`src/rtl/apb_irq_ctrl_pkg.sv`:
```
// -----------------------------------------------------------------------------
// apb_irq_ctrl_pkg
// Shared definitions for the APB interrupt controller:
//   - byte offsets of the programmer-visible registers
//   - delivery FSM state encoding
//   - highest-set-index priority encoder
// No ports (package).
// -----------------------------------------------------------------------------
package apb_irq_ctrl_pkg;

  // Widest source vector the controller supports; narrower builds zero-extend.
  localparam int unsigned MAX_IRQ = 32;

  // Register byte offsets (compared against PADDR[4:0]).
  localparam logic [4:0] OFF_MASK     = 5'h00;
  localparam logic [4:0] OFF_MODE     = 5'h04;
  localparam logic [4:0] OFF_PEND     = 5'h08;
  localparam logic [4:0] OFF_PEND_CLR = 5'h0C;
  localparam logic [4:0] OFF_STATUS   = 5'h10;

  // Highest byte address that decodes to a register.
  localparam logic [31:0] LAST_OFFSET = 32'h0000_0010;

  typedef enum logic [1:0] {
    ST_IDLE = 2'd0,
    ST_REQ  = 2'd1,
    ST_GAP  = 2'd2
  } irq_state_e;

  // Index of the highest set bit; 0 when the vector is empty (callers
  // only use the result when at least one bit is set).
  function automatic logic [4:0] hi_index(input logic [MAX_IRQ-1:0] vec);
    logic [4:0] idx;
    idx = 5'd0;
    for (int i = 0; i < MAX_IRQ; i++) begin
      if (vec[i]) begin
        idx = 5'(i);
      end else begin
        idx = idx;
      end
    end
    return idx;
  endfunction

endpackage

```
`src/rtl/apb_irq_ctrl_sync_edge.sv`:
```
// -----------------------------------------------------------------------------
// irq_sync_edge
// One interrupt source: SYNC_STAGES-deep synchroniser followed by a delay
// flop used for rising-edge detection.
// Ports:
//   clock        system clock
//   reset        synchronous, active-high reset
//   src_i        raw asynchronous event line
//   edge_mode_i  1 = rising-edge source, 0 = level source
//   set_o        request to set the pending bit this cycle
// -----------------------------------------------------------------------------
module irq_sync_edge
  import apb_irq_ctrl_pkg::*;
#(
  parameter int unsigned SYNC_STAGES = 2
) (
  input  logic clock,
  input  logic reset,
  input  logic src_i,
  input  logic edge_mode_i,
  output logic set_o
);

  logic [SYNC_STAGES-1:0] sync_q;
  logic [SYNC_STAGES-1:0] sync_d;
  logic                   dly_q;
  logic                   synced_s;

  assign synced_s = sync_q[SYNC_STAGES-1];

  // Shift-register next state for the synchroniser chain.
  always_comb begin
    sync_d    = sync_q;
    sync_d[0] = src_i;
    for (int i = 1; i < SYNC_STAGES; i++) begin
      sync_d[i] = sync_q[i-1];
    end
  end

  // Synchroniser and edge-detect delay flops.
  always_ff @(posedge clock) begin
    if (reset) begin
      sync_q <= '0;
      dly_q  <= 1'b0;
    end else begin
      sync_q <= sync_d;
      dly_q  <= synced_s;
    end
  end

  // Edge sources set once per rise; level sources keep setting while high.
  always_comb begin
    if (edge_mode_i) begin
      set_o = synced_s & ~dly_q;
    end else begin
      set_o = synced_s;
    end
  end

endmodule

```
`src/rtl/apb_irq_ctrl.sv`:
```
// -----------------------------------------------------------------------------
// apb_irq_ctrl
// APB interrupt controller: latches N_IRQ event lines as pending (edge or
// level per line), masks them, picks the highest active index and hands it
// to the core through an irq / irq_id / ack handshake.
// Ports:
//   clock, reset             system clock, synchronous active-high reset
//   PADDR..PSLVERR           APB slave (zero wait state)
//   irq_src_i[N_IRQ]         raw asynchronous event lines
//   irq_o, irq_id_o          request and id presented to the core
//   irq_ack_i, irq_ack_id_i  single-cycle acknowledge with id
// Register map (byte offsets): 0x00 MASK, 0x04 MODE, 0x08 PEND (W1S),
// 0x0C PEND_CLR (W1C), 0x10 STATUS {irq_o, .., irq_id_o}.
// -----------------------------------------------------------------------------
module apb_irq_ctrl
  import apb_irq_ctrl_pkg::*;
#(
  parameter int unsigned N_IRQ          = 32,
  parameter int unsigned ID_WIDTH       = 5,
  parameter int unsigned SYNC_STAGES    = 2,
  parameter int unsigned APB_ADDR_WIDTH = 12
) (
  input  logic                      clock,
  input  logic                      reset,
  input  logic [APB_ADDR_WIDTH-1:0] PADDR,
  input  logic [31:0]               PWDATA,
  input  logic                      PWRITE,
  input  logic                      PSEL,
  input  logic                      PENABLE,
  output logic [31:0]               PRDATA,
  output logic                      PREADY,
  output logic                      PSLVERR,
  input  logic [N_IRQ-1:0]          irq_src_i,
  output logic                      irq_o,
  output logic [ID_WIDTH-1:0]       irq_id_o,
  input  logic                      irq_ack_i,
  input  logic [ID_WIDTH-1:0]       irq_ack_id_i
);

  // Programmer-visible state
  logic [N_IRQ-1:0]    mask_q, mask_d;
  logic [N_IRQ-1:0]    mode_q, mode_d;
  logic [N_IRQ-1:0]    pend_q, pend_d;

  // Delivery FSM state and registered outputs
  irq_state_e          state_q;
  logic                irq_q;
  logic [ID_WIDTH-1:0] irq_id_q;

  // APB decode
  logic                acc_s;
  logic                addr_err_s;
  logic                wr_s;
  logic                rd_s;
  logic [N_IRQ-1:0]    wdata_s;
  logic [31:0]         rdata_s;

  // Pending update terms
  logic [N_IRQ-1:0]    hw_set_s;
  logic [N_IRQ-1:0]    sw_set_s;
  logic [N_IRQ-1:0]    sw_clr_s;
  logic [31:0]         ack_clr32_s;
  logic [N_IRQ-1:0]    ack_clr_s;

  // Priority / delivery helpers
  logic [N_IRQ-1:0]    active_s;
  logic [31:0]         act32_s;
  logic [4:0]          cur_idx_s;
  logic                cur_active_s;
  logic                ack_hit_s;

  // ---------------------------------------------------------------------------
  // Input path: one synchroniser/edge detector per source
  // ---------------------------------------------------------------------------
  for (genvar g = 0; g < N_IRQ; g++) begin : g_src
    irq_sync_edge #(
      .SYNC_STAGES (SYNC_STAGES)
    ) u_sync (
      .clock       (clock),
      .reset       (reset),
      .src_i       (irq_src_i[g]),
      .edge_mode_i (mode_q[g]),
      .set_o       (hw_set_s[g])
    );
  end

  // ---------------------------------------------------------------------------
  // APB decode
  // ---------------------------------------------------------------------------
  // Anything past STATUS or not word aligned is an error and never commits.
  assign acc_s      = PSEL & PENABLE;
  assign addr_err_s = (32'(PADDR) > LAST_OFFSET) | (PADDR[1:0] != 2'b00);
  assign wr_s       = acc_s & PWRITE & ~addr_err_s;
  assign rd_s       = PSEL & ~PWRITE & ~addr_err_s;
  assign wdata_s    = PWDATA[N_IRQ-1:0];

  assign PREADY  = 1'b1;
  assign PSLVERR = acc_s & addr_err_s;
  assign PRDATA  = rdata_s;

  // Combinational read mux; unimplemented upper bits read as zero.
  always_comb begin
    rdata_s = 32'd0;
    if (rd_s) begin
      case (PADDR[4:0])
        OFF_MASK:     rdata_s[N_IRQ-1:0] = mask_q;
        OFF_MODE:     rdata_s[N_IRQ-1:0] = mode_q;
        OFF_PEND:     rdata_s[N_IRQ-1:0] = pend_q;
        OFF_PEND_CLR: rdata_s            = 32'd0;
        OFF_STATUS: begin
          rdata_s[31]           = irq_q;
          rdata_s[ID_WIDTH-1:0] = irq_id_q;
        end
        default:      rdata_s            = 32'd0;
      endcase
    end else begin
      rdata_s = 32'd0;
    end
  end

  // ---------------------------------------------------------------------------
  // Register next state
  // ---------------------------------------------------------------------------
  // Software writes to MASK/MODE and the W1S/W1C pending ports.
  always_comb begin
    mask_d   = mask_q;
    mode_d   = mode_q;
    sw_set_s = '0;
    sw_clr_s = '0;
    if (wr_s) begin
      case (PADDR[4:0])
        OFF_MASK:     mask_d   = wdata_s;
        OFF_MODE:     mode_d   = wdata_s;
        OFF_PEND:     sw_set_s = wdata_s;
        OFF_PEND_CLR: sw_clr_s = wdata_s;
        default:      sw_set_s = '0;
      endcase
    end else begin
      sw_set_s = '0;
    end
  end

  // The acknowledged id clears its own pending bit.
  always_comb begin
    ack_clr32_s = 32'd0;
    if (ack_hit_s) begin
      ack_clr32_s[cur_idx_s] = 1'b1;
    end else begin
      ack_clr32_s = 32'd0;
    end
  end

  assign ack_clr_s = ack_clr32_s[N_IRQ-1:0];

  // Set terms are OR-ed in after the clear so a same-cycle set always wins.
  assign pend_d = (pend_q & ~(sw_clr_s | ack_clr_s)) | hw_set_s | sw_set_s;

  // MASK, MODE and PEND registers.
  always_ff @(posedge clock) begin
    if (reset) begin
      mask_q <= '0;
      mode_q <= '0;
      pend_q <= '0;
    end else begin
      mask_q <= mask_d;
      mode_q <= mode_d;
      pend_q <= pend_d;
    end
  end

  // ---------------------------------------------------------------------------
  // Priority and delivery
  // ---------------------------------------------------------------------------
  assign active_s = pend_q & mask_q;

  // Zero-extend the active vector to the encoder's fixed width.
  always_comb begin
    act32_s              = 32'd0;
    act32_s[N_IRQ-1:0]   = active_s;
  end

  assign cur_idx_s    = 5'(irq_id_q);
  assign cur_active_s = act32_s[cur_idx_s];
  assign ack_hit_s    = (state_q == ST_REQ) & irq_ack_i & (irq_ack_id_i == irq_id_q);

  // Delivery FSM: the id is captured in IDLE and stays frozen until the
  // request is acknowledged or its line stops being active.
  always_ff @(posedge clock) begin
    if (reset) begin
      state_q  <= ST_IDLE;
      irq_q    <= 1'b0;
      irq_id_q <= '0;
    end else begin
      case (state_q)
        ST_IDLE: begin
          if (|active_s) begin
            irq_id_q <= ID_WIDTH'(hi_index(act32_s));
            irq_q    <= 1'b1;
            state_q  <= ST_REQ;
          end else begin
            irq_q    <= 1'b0;
          end
        end
        ST_REQ: begin
          if (ack_hit_s) begin
            irq_q   <= 1'b0;
            state_q <= ST_GAP;
          end else if (!cur_active_s) begin
            irq_q   <= 1'b0;
            state_q <= ST_IDLE;
          end else begin
            irq_q   <= 1'b1;
          end
        end
        ST_GAP: begin
          irq_q   <= 1'b0;
          state_q <= ST_IDLE;
        end
        default: begin
          irq_q   <= 1'b0;
          state_q <= ST_IDLE;
        end
      endcase
    end
  end

  assign irq_o    = irq_q;
  assign irq_id_o = irq_id_q;

endmodule

```
`config.mk`:
```
export PLATFORM = sky130hd
export DESIGN_NAME = apb_irq_ctrl
export DESIGN_NICKNAME = d
export VERILOG_FILES = /design/src/rtl/apb_irq_ctrl_pkg.sv /design/src/rtl/apb_irq_ctrl_sync_edge.sv /design/src/rtl/apb_irq_ctrl.sv
export SDC_FILE = /design/constraint.sdc
export NUM_CORES = 1
export LEC_CHECK = 0
export CORE_MARGIN = 2
export CORE_UTILIZATION = 60
export CTS_BUF_LIST = sky130_fd_sc_hd__clkbuf_4
export DETAILED_ROUTE_END_ITERATION = 8
export PLACE_DENSITY_LB_ADDON = 0.25
export SLEW_MARGIN = 20
export SYNTH_ARGS = -nofsm -noshare
export SYNTH_HDL_FRONTEND = slang
export SYNTH_SLANG_ARGS = --single-unit
```
`constraint.sdc`:
```
create_clock -name clock -period 3.72 [get_ports clock]
set_input_delay 0.558 -clock clock [delete_from_list [all_inputs] [get_ports clock]]
set_output_delay 0.558 -clock clock [all_outputs]
set_load 0.02 [all_outputs]
```
# Word level (Yosys, flattened, before mapping)
# Index checks and enable logic that the tools add are counted.
word_totals:
  regBits: 200
  output_inout_bits: 40
  wordCells: 255
op_classes:
  order_cmp: 3
  eq_ne: 8
  muxes: 84
  n_bitwise: 81
  reduce_logical: 9
ops:
  columns: ["operator", "n"]
  rows:
  - ["32-bit 2-to-1 mux", 6]
  - ["5-bit 2-to-1 mux", 30]
  - ["32-bit OR", 3]
  - ["26-bit case mux with 3 select lines", 1]
  - ["32-bit bitwise AND", 2]
  - ["1-bit bitwise AND", 40]
  - ["1-bit 2-to-1 mux", 38]
  - ["1-bit NOT", 34]
  - ["32-bit NOT", 1]
  - ["32-bit OR reduction", 1]
  - ["5-bit case mux with 4 select lines", 1]
  - ["12-bit by 5-bit > comparator with 1-bit output (second input constant)", 1]
  - ["5-bit by 4-bit equality test with 1-bit output (second input constant)", 2]
  - ["2-bit AND reduction", 4]
  - ["5-bit by 6-bit less-than comparator with 1-bit output (second input constant)", 1]
  - ["2-bit 2-to-1 mux", 3]
  - ["1-bit binary-select mux with 5-bit select", 1]
  - ["1-bit demux with 5-bit select", 1]
  - ["5-bit by 3-bit equality test with 1-bit output (second input constant)", 1]
  - ["5-bit equality test", 1]
  - ["5-bit equality test (second input constant)", 1]
  - ["5-bit by 1-bit >= comparator with 1-bit output (second input constant)", 1]
  - ["5-bit zero test", 1]
  - ["1-bit case mux with 4 select lines", 1]
  - ["other kinds (9)", 9]

# Longest topological paths before layout
logic_depth:
  word_depth: 32
  ltp_mapped: 8

# By module
# From an unflattened synthesis, not the netlist that was laid out.
unflattened:
  cells_unflattened: 926
  area_unflattened_um2: 8953.6
modules_own_cells:
  columns: ["mod", "instances", "cells_per_inst", "area_each_um2", "seq_area_each_um2"]
  rows:
  - ["apb_irq_ctrl", 1, 702, 6070.8, 2082.0]
  - ["irq_sync_edge", 32, 7, 90.1, 60.1]

# Worst setup path after synthesis
# OpenSTA, ideal clock, no wires.
synth_path:
  path_kind: "input to output"
  start: "input port PADDR[11]"
  end: "output port PRDATA[11]"
  arrival_time_ns: 2.103
  t_required_ns: 3.162
  slack_ns: 1.059
  path_stages: 6
  n_path_buf: 2
  cell_sequence: "nor4_1 and4_1 clkbuf_1 nand3_1 clkbuf_1 nor2_1"
synth_via:
  elab_chain_len: 5
synth_lines:
  columns: ["item", "line_no", "rtl"]
  rows:
  - ["start, declared", "apb_irq_ctrl.sv:25", "input logic [APB_ADDR_WIDTH-1:0] PADDR,"]
  - ["12-bit by 5-bit > comparator with 1-bit output", "apb_irq_ctrl.sv:92", "assign addr_err_s = (32'(PADDR) > LAST_OFFSET) | (PADDR[1:0] != 2'b00);"]
  - ["1-bit OR", "apb_irq_ctrl.sv:92", null]
  - ["1-bit NOT", "apb_irq_ctrl.sv:94", "assign rd_s = PSEL & ~PWRITE & ~addr_err_s;"]
  - ["1-bit bitwise AND", "apb_irq_ctrl.sv:94", null]
  - ["32-bit 2-to-1 mux", "apb_irq_ctrl.sv:104", "if (rd_s) begin"]
  - ["end, declared", "apb_irq_ctrl.sv:30", "output logic [31:0] PRDATA,"]
# No other way between the ends.

# Worst setup path in the final report
layout_path:
  start: "input port PADDR[4]"
  end: "output port PRDATA[19]"
layout_via:
  elab_chain_len: 5
  word_cells_on_any_way: 9
  cone_classes: "1 x order compare; 2 x eq/ne; 2 x mux; 3 x bitwise; 1 x reduce/logical"
layout_lines:
  columns: ["item", "line_no"]
  rows:
  - ["12-bit by 5-bit > comparator with 1-bit output", "apb_irq_ctrl.sv:92"]
  - ["1-bit OR", "apb_irq_ctrl.sv:92"]
  - ["1-bit NOT", "apb_irq_ctrl.sv:94"]
  - ["1-bit bitwise AND", "apb_irq_ctrl.sv:94"]
  - ["32-bit 2-to-1 mux (*)", "apb_irq_ctrl.sv:104"]
# Mark *: on every way between the ends. The rest lies on a longest branch, timed or not.

==> flow_summary.json <==
{
  "finalCriticalPeriod_ns": 3.44,
  "rsz0062_at_grt": "no",
  "outcome": "completed",
  "gp_congestion": 0.988,
  "synth_mux_area_share_pct": 0,
  "crit_required_ns": 3.16,
  "io_buffers": 125,
  "cts_max_level": 4,
  "max_cap_violations": 0,
  "powerDensity_mw_per_mm2": 356,
  "critPathArrivalTime_ns": 2.88,
  "path_class": "input pin to primary output",
  "tightest_slew_ns": 0.792,
  "dr.pass1.iters": 5,
  "ys_ff_latch": 200,
  "die_area_sq_mm": 0.0153,
  "area_growth_pct": 19.5,
  "synth_top_family_by_area": "simple AND/OR/NAND/NOR gates",
  "die_h_microns": 124,
  "holdWs_ns": 0.453,
  "synth_compound_area_share_pct": 23.0,
  "synth.distinct_cells": 54,
  "core_sq_mm": 0.0139,
  "vdd_drop_max_v": 0.000327,
  "globalRouteMet3Util_pct": 6.27,
  "place_hpwl_microns": 15400,
  "final_nets": 1236,
  "hold_viol": 0,
  "slew_headroom_pct": 47.2,
  "wire_per_inst_microns": 17.0,
  "drc_errors": 0,
  "clock-root-buffer": "clkbuf_4",
  "grtUsageMet2_pct": 47.0,
  "die_w_microns": 124,
  "min_path_type": "register to register",
  "overflow": 0,
  "synth-simple-area-share_pct": 25.7,
  "layout_common_cells": "dfxtp_1, nand2_1, a21oi_1, clkdlybuf4s50_1, nor2b_1",
  "fmax_mhz": 291,
  "yosysSeqAreaShare_pct": 46.5,
  "leakage_nw": 3.40,
  "slew_violations": 0,
  "wirelength_microns": 22800,
  "rows": 43,
  "grt_pass1_vias": 7183,
  "cts_max_path_buffers": 2,
  "grt_max_degree": 107,
  "final_common_cell": "dfxtp_1",
  "num_vias": 8197,
  "cp_max_fo": 19,
  "synthCells": 1057,
  "cts_resized": 0,
  "drt_iter0_markers": 962,
  "synth_fp_nets": 1144,
  "clock_latency_ns": 0.61,
  "fillerInstances": 1062,
  "synth_edf_count": 0,
  "finClkSkew_ns": 0.0164,
  "drive_gt1_share_pct": 5.68,
  "clk_pin_slew_ns": 0.15,
  "grt.busiest_layer": "met2",
  "initial_utilization_pct": 61.8,
  "tns_ns": 0,
  "numCtsBuffers": 17,
  "worst_setup_path_start_kind": "input pin",
  "synth_adder_area_share_pct": 0,
  "final.period_utilization_pct": 92.5,
  "grt_antenna_before_repair": 0,
  "synth-xor-area-share_pct": 0.509,
  "postCtsHoldBufs": 0,
  "io_pins": 127,
  "setup_viol": 0,
  "cts_tree": "done",
  "syn_area_per_cell_sq_um": 8.15,
  "clock-sinks": 200,
  "cts_setup_buffers": 0,
  "grt_pass1_wl_microns": 35700,
  "synth_top_flop_cell": "dfxtp_1",
  "utilization_pct": 73.8,
  "critPathCaptureType": "primary output",
  "async_reset_ff_share_pct": 0,
  "groute.usage.overall_pct": 29.8,
  "syn_area_sq_mm": 0.00861,
  "ant_nets": 0,
  "grt_util_met1_pct": 40.3,
  "vias_per_cell": 6.10,
  "yosysWarnings": 0
}
power breakdown:
| group | internal (W) | switching (W) | leakage [nW] | total [W] |
|---|---|---|---|---|
| Clock | 0.000412 | 0.000764 | 0.149 | 0.00118 |
| Combinational | 0.000135 | 0.000116 | 1.61 | 0.000251 |
| Sequential | 0.00220 | 0.0000363 | 1.63 | 0.00224 |
worst max-delay path: stages:
cell,delay [ns]
clkdlybuf4s50_1,0.54
nor4_4,0.37
buf_4,0.31
a22oi_1,0.13
nor2_1,0.12
a21oi_1,0.07
nor2_1,0.14
clkdlybuf4s50_1,0.64
state kept, by name, summed over array words and instances, names as in the netlist:
register,cells
g_src.u_sync.sync_q,64
irq_o,1
mask_q,32
pend_q,32
g_src.u_sync.dly_q,32
state_q,2
irq_id_o,5
mode_q,32
area by class of cell:
cell class / instances / area [sq um] / area share, %
multi-input cells: 768 / 4250 / 41.3
flip-flops and latches: 200 / 4000 / 38.9
repair buffers: 152 / 1480 / 14.4
well taps: 180 / 225 / 2.19
clock inverters: 15 / 166 / 1.62
clock buffers: 17 / 128 / 1.24
inverters: 10 / 37.5 / 0.365
diodes: 1 / 2.50 / 0.0243
stage by stage:
step	setup slack [ns]	cell area, sq um	total power [W]	instances
2_1_floorplan	1.06	8610	0.00238	1057
3_3_place_gp	0.354	9990	0.00253	1310
3_5_place_dp	0.293	9990	0.00253	1310
4_1_cts	0.294	10300	0.00368	1342
5_1_grt	0.0899	10300	0.00380	1342
6_report	0.279	10300	0.00367	1343
path summary, 6_finish.rpt:
path                                                            from                              endpoint  slack, ns  depth (start not counted)
worst min register to register  g_src[5].u_sync.sync_q[0]$_SDFF_PP0_  g_src[5].u_sync.sync_q[1]$_SDFF_PP0_       0.45                          1
worst max-delay path                                        PADDR[4]                            PRDATA[19]       0.28                          8
worst max register to register              irq_id_o[4]$_SDFFE_PP0P_                 pend_q[22]$_SDFF_PP0_       1.41                          5
worst min-delay path            g_src[5].u_sync.sync_q[0]$_SDFF_PP0_  g_src[5].u_sync.sync_q[1]$_SDFF_PP0_       0.45                          1
synth_stat cells, types with 4 or more instances:
cell / count / area, sq um
o2111ai_1: 5 / 43.8
a221oi_1: 7 / 61.3
o21ai_0: 13 / 65.1
dfxtp_1: 200 / 4000
nand2_1: 194 / 728
nor2b_1: 101 / 632
clkbuf_1: 56 / 210
nand3_1: 40 / 200
buf_2: 16 / 80.1
o211ai_1: 26 / 195
nor2_1: 75 / 282
nand4b_1: 4 / 35.0
a31oi_1: 10 / 62.6
nand3b_1: 5 / 37.5
buf_4: 4 / 30.0
xor2_1: 4 / 35.0
nand4_1: 7 / 43.8
a21oi_1: 137 / 686
inv_1: 10 / 37.5
a2111oi_0: 4 / 35.0
a32o_1: 4 / 40.0
and4b_1: 4 / 40.0
and3_1: 5 / 31.3
a22oi_1: 78 / 586
layer usage:
metal / share of wire [%] / wire length (microns)
met1: 42 / 9690
met3: 8.8 / 2020
met4: 2.4 / 540
met5: 0 / 0
met2: 46 / 10600
kinds of logic (layout without fill, tap and decap cells):
kind of cell,Yosys count,count (layout)
compound gates,307,307
xor+xnor,5,5
buf+inv,89,194
flops,200,200
other cells,1,2
simple gates,455,455
Power figures use the tool's default switching activity.
